**src/rtl/imem_fetch_controller.sv**
```systemverilog
// imem_fetch_controller
//   Shares the instruction memory's single address port between the boot-time
//   program loader and the core fetch path. BOOT accepts loader word writes;
//   boot_done switches to RUN, which steps a PC and captures one instruction
//   per cycle into a valid/ready output register, with branch redirects.
//   Any illegal fetch or redirect address parks the block in FAULT until reset.
//
// Ports
//   clk, reset                  clock, asynchronous active-high reset
//   load_valid/addr/data        loader write request (word, byte address)
//   load_ready                  write accepted this cycle (high in BOOT)
//   load_err                    one-cycle registered pulse on a rejected write
//   boot_done                   pulse that ends loading
//   imem_addr/we/wdata          memory port (address, word write enable, data)
//   imem_rdata                  combinational read word at imem_addr
//   redirect_valid/pc           branch/jump redirect
//   instr_valid/ready/instr/pc  output instruction register toward decode
//   running, fault              state is RUN / state is FAULT
module imem_fetch_controller #(
    parameter int unsigned MEM_BYTES = 32,
    parameter logic [31:0] RESET_PC  = 32'h0
) (
    input  logic        clk,
    input  logic        reset,
    input  logic        load_valid,
    input  logic [31:0] load_addr,
    input  logic [31:0] load_data,
    output logic        load_ready,
    output logic        load_err,
    input  logic        boot_done,
    output logic [31:0] imem_addr,
    output logic        imem_we,
    output logic [31:0] imem_wdata,
    input  logic [31:0] imem_rdata,
    input  logic        redirect_valid,
    input  logic [31:0] redirect_pc,
    output logic        instr_valid,
    input  logic        instr_ready,
    output logic [31:0] instr,
    output logic [31:0] instr_pc,
    output logic        running,
    output logic        fault
);

    localparam logic [31:0] LAST_WORD = 32'(MEM_BYTES - 4);

    typedef enum logic [1:0] {
        ST_BOOT,
        ST_RUN,
        ST_FAULT
    } state_t;

    state_t      state_q, state_d;
    logic [31:0] pc_q, pc_d;
    logic [31:0] instr_q, instr_d;
    logic [31:0] instr_pc_q, instr_pc_d;
    logic        instr_valid_q, instr_valid_d;
    logic        load_err_q, load_err_d;
    logic        load_req;

    // Word aligned and inside the array; full 32-bit unsigned compare so that
    // wrapped or huge addresses are rejected rather than aliased.
    function automatic logic is_legal(input logic [31:0] a);
        return (a[1:0] == 2'b00) && (a <= LAST_WORD);
    endfunction

    // Qualified by reset so no write can slip into memory while reset is held.
    assign load_req = load_valid && !reset;

    always_comb begin
        state_d       = state_q;
        pc_d          = pc_q;
        instr_d       = instr_q;
        instr_pc_d    = instr_pc_q;
        instr_valid_d = instr_valid_q;
        load_err_d    = 1'b0;
        load_ready    = 1'b0;
        imem_we       = 1'b0;
        imem_addr     = pc_q;
        imem_wdata    = load_data;

        unique case (state_q)
            ST_BOOT: begin
                load_ready = 1'b1;
                if (load_req) begin
                    if (is_legal(load_addr)) begin
                        imem_we   = 1'b1;
                        imem_addr = load_addr;
                    end else begin
                        load_err_d = 1'b1;
                    end
                end
                if (boot_done) begin
                    state_d = ST_RUN;
                    pc_d    = RESET_PC;
                end
            end

            ST_RUN: begin
                if (redirect_valid) begin
                    // Flush wins over a simultaneous consume; no capture.
                    instr_valid_d = 1'b0;
                    if (is_legal(redirect_pc)) begin
                        pc_d = redirect_pc;
                    end else begin
                        state_d = ST_FAULT;
                    end
                end else if (!instr_valid_q || instr_ready) begin
                    if (is_legal(pc_q)) begin
                        instr_d       = imem_rdata;
                        instr_pc_d    = pc_q;
                        instr_valid_d = 1'b1;
                        pc_d          = pc_q + 32'd4;
                    end else begin
                        // Sequential run-off past the end of memory.
                        instr_valid_d = 1'b0;
                        state_d       = ST_FAULT;
                    end
                end
            end

            ST_FAULT: begin
                instr_valid_d = 1'b0;
            end

            default: begin
                state_d = ST_FAULT;
            end
        endcase
    end

    always_ff @(posedge clk or posedge reset) begin
        if (reset) begin
            state_q       <= ST_BOOT;
            pc_q          <= RESET_PC;
            instr_q       <= 32'h0;
            instr_pc_q    <= 32'h0;
            instr_valid_q <= 1'b0;
            load_err_q    <= 1'b0;
        end else begin
            state_q       <= state_d;
            pc_q          <= pc_d;
            instr_q       <= instr_d;
            instr_pc_q    <= instr_pc_d;
            instr_valid_q <= instr_valid_d;
            load_err_q    <= load_err_d;
        end
    end

    assign instr_valid = instr_valid_q;
    assign instr       = instr_q;
    assign instr_pc    = instr_pc_q;
    assign load_err    = load_err_q;
    assign running     = (state_q == ST_RUN);
    assign fault       = (state_q == ST_FAULT);

endmodule

```
**config.mk**
```make
export PLATFORM = sky130hd
export DESIGN_NAME = imem_fetch_controller
export DESIGN_NICKNAME = d
export VERILOG_FILES = /design/src/rtl/imem_fetch_controller.sv
export SDC_FILE = /design/constraint.sdc
export NUM_CORES = 1
export LEC_CHECK = 0
export BUFFER_PORTS_ARGS = -buffer_cell sky130_fd_sc_hd__buf_2
export CAP_MARGIN = 20
export CORE_ASPECT_RATIO = 1.4
export CORE_MARGIN = 1.5
export CORE_UTILIZATION = 40
export CTS_BUF_LIST = sky130_fd_sc_hd__clkbuf_2
export DETAILED_ROUTE_END_ITERATION = 10
export MAX_ROUTING_LAYER = met4
export PLACE_DENSITY = 0.72
export SYNTH_ARGS = -nofsm -noshare
export SYNTH_HDL_FRONTEND = slang
export SYNTH_SLANG_ARGS = --single-unit
```
**constraint.sdc**
```tcl
create_clock -name clk -period 6.7 [get_ports clk]
set_input_delay 0.335 -clock clk [delete_from_list [all_inputs] [get_ports clk]]
set_output_delay 0.335 -clock clk [all_outputs]
set_load 0.02 [all_outputs]
```
==> results.py <==
metrics = {
    "run_status": {
        "status": "finished clean",
    },
    "floorplanning": {
        "core-area_um2": 10900,
        "num_io_pins": 268,
        "die_w_um": 92.7,
        "rows": 45,
        "die_h_um": 129,
        "die_area_um2": 11900,
        "initial_core_util_pct": 41.2,
    },
    "routing": {
        "ant_nets": 0,
        "drt-pass1-iter-count": 4,
        "drc": 0,
        "first_iter_violations": 65,
        "vias": 3389,
        "finalWirelength_um": 10700,
        "via_per_inst": 4.82,
        "wl_per_cell_um": 15.2,
    },
    "cells_and_area": {
        "fin_cells": 703,
        "area_growth_syn_to_layout_pct": 29.1,
        "n_antenna_cell": 0,
        "finish.instance_area_um2": 5820,
        "finalNetCount": 695,
        "layout-drive-gt1-share_pct": 46.8,
        "final_cell_mix": "203 x buf_2, 100 x dfrtp_1, 59 x nor2b_1, 35 x dlygate4sd3_1, 30 x mux2_4",
        "final_common_cell": "buf_2",
    },
    "synthesis": {
        "synth.distinct_cells": 45,
        "synth_area_um2": 4510,
        "syn-num-nets": 490,
        "avgSynthCellArea_um2": 12.8,
        "ys_ff_latch": 100,
        "seq_area_frac_synth_pct": 55.5,
        "synthFlopType": "dfrtp_1",
        "yosysWarnings": 0,
        "synthArstFlopShare_pct": 100,
        "synth-edff-count": 0,
        "synthCells": 352,
    },
    "clock_tree": {
        "cts_buffer_depth": 2,
        "path_clk_slew_ns": 0.24,
        "cts_buffers": 9,
        "hold_buffers": 35,
        "cts_tree": "built",
        "htree_num_levels": 3,
        "clkLatencyLatePin_ns": 0.56,
        "clock-sinks": 100,
        "cts.repair.resized": 0,
        "postCtsSetupBuffers": 0,
        "cts_root_buf": "clkbuf_2",
    },
    "sta": {
        "setup_tns_ns": 0,
        "tightestPinTransition_ns": 0.931,
        "rsz0062_at_grt": "no",
        "finalCritPeriodShare_pct": 44.9,
        "layout_min_cycle_time_ns": 3.01,
        "relSlewSlack_pct": 37.9,
        "finalMaxSlewViolations": 0,
        "setup_violations": 0,
        "fin_skew_ns": 0.0339,
        "hold_slack_ns": 0.0942,
        "clock.fmax_mhz": 332,
        "hold_viol": 0,
    },
    "critical_path": {
        "cp-start-kind": "input port",
        "critical_path_arrival_ns": 2.67,
        "critPathRequiredTime_ns": 6.36,
        "crit_fanout": 52,
        "crit_path_end_kind": "primary output",
        "path_class": "input port to primary output",
    },
    "power": {
        "power.share.clock_pct": 29.7,
        "p_total_mw": 0.952,
        "power.leakage_nw": 3.32,
        "pwr-share-seq_pct": 63.5,
        "power_frac_comb_pct": 6.8,
        "peakVddDrop_v": 0.0000755,
        "internal-power_mw": 0.730,
        "swShare_pct": 23.4,
        "switchingPower_mw": 0.223,
        "power_density_nw_per_um2": 164,
    },
    "place": {
        "placed_cells": 651,
        "finalWeightedCongestion": 0.810,
        "port-buffer-count": 203,
        "place_area_um2": 5350,
        "place.detailed.hpwl_um": 7610,
    },
    "flow_run": {
        "maxCapViolCount": 0,
    },
    "global_routing": {
        "grt.overflow.total": 0,
        "grt_pass1_vias": 3459,
        "antenna_found_initial": 0,
        "grt_pass1_wl_um": 16900,
        "grt_max_degree": 65,
        "grt_use_total_pct": 18.9,
    },
    "hold_path": {
        "min_path_type": "input port to register",
    },
}
-- final timing paths --
| kind | startpoint | to | slack [ns] | cells past startpoint |
|---|---|---|---|---|
| max in group asynchronous | reset | pc_q[11] | 5.23 | 4 |
| worst max-delay path | reset | imem_addr[3] | 3.69 | 7 |
| worst min-delay path | boot_done | state_q[1] | 0.09 | 4 |
| worst min register to register | instr[19] | instr[19] | 0.52 | 1 |
| worst max register to register | pc_q[26] | instr[16] | 4.01 | 5 |
| min in group asynchronous | reset | instr[3] | 0.39 | 3 |
-- metal layers --
layer,vias to the layer above,track usage (%),part of all wire (%),wire (µm)
met5,-,-,0,0
met4,0,10.3,3.8,409
met3,34,4.14,6.8,732
met2,156,31.6,50,5330
met1,1625,20.8,40,4250
li1,1574,-,-,-
-- flip-flops by register name (all words and copies together) (netlist names) --
name,count
instr,32
instr_pc,32
instr_valid,1
load_err,1
pc_q,32
state_q,2
-- worst max-delay path, cell delays in order --
cell	delay (ns)
dlygate4sd3_1	0.54
buf_2	0.14
inv_4	0.44
and4_1	0.34
buf_4	0.33
mux2_2	0.37
buf_2	0.16
-- layout make-up --
class	instances	area, µm²
fillers	972	5110
repair buffers	241	1390
clock inverters	6	62.6
clock buffers	10	50.0
flip-flops and latches	100	2500
multi-input cells	198	1610
inverters	7	28.8
well taps	141	176
-- kinds of logic (layout without fill, tap and decap cells) --
family / after synthesis / in the layout / share of synthesized area, %
AND/OR/NAND/NOR: 135 / 135 / 18.8
AO/OA/AOI/OAI: 20 / 20 / 3.44
buffers and inverters: 54 / 264 / 8.91
flip-flops: 100 / 100 / 55.5
adder cells (fa/ha/maj): 4 / 4 / 1.11
multiplexers: 39 / 39 / 12.2
-- power groups by stage --
stage | sequential (mW) | clock, mW | combinational, mW
floorplan | 0.615 | 0 | 0.0422
global placement | 0.615 | 0 | 0.0475
detailed placement | 0.615 | 0 | 0.0494
CTS | 0.605 | 0.297 | 0.0653
global route | 0.606 | 0.321 | 0.0715
finish | 0.605 | 0.283 | 0.0645
-- synthesized netlist by cell type (all sizes together), types with 3 or more instances --
| cell | instances | area (µm²) |
|---|---|---|
| dfrtp | 100 | 2500 |
| nor2b | 59 | 369 |
| buf | 42 | 357 |
| mux2 | 38 | 541 |
| and2 | 28 | 175 |
| nor4 | 19 | 119 |
| nor2 | 9 | 41.3 |
| inv | 7 | 26.3 |
| nand4 | 6 | 37.5 |
| clkbuf | 5 | 18.8 |
| ha | 4 | 50.1 |
| o2bb2ai | 3 | 26.3 |
-- stage by stage --
stage          utilization, %  setup WS, ns
4_1_cts                  53.2          3.62
3_5_place_dp             48.9          4.04
3_3_place_gp             48.9          4.07
6_report                 53.2          3.69
2_1_floorplan               -          2.92
5_1_grt                  53.2          3.51
No activity file was read; power rests on OpenSTA's default activity.
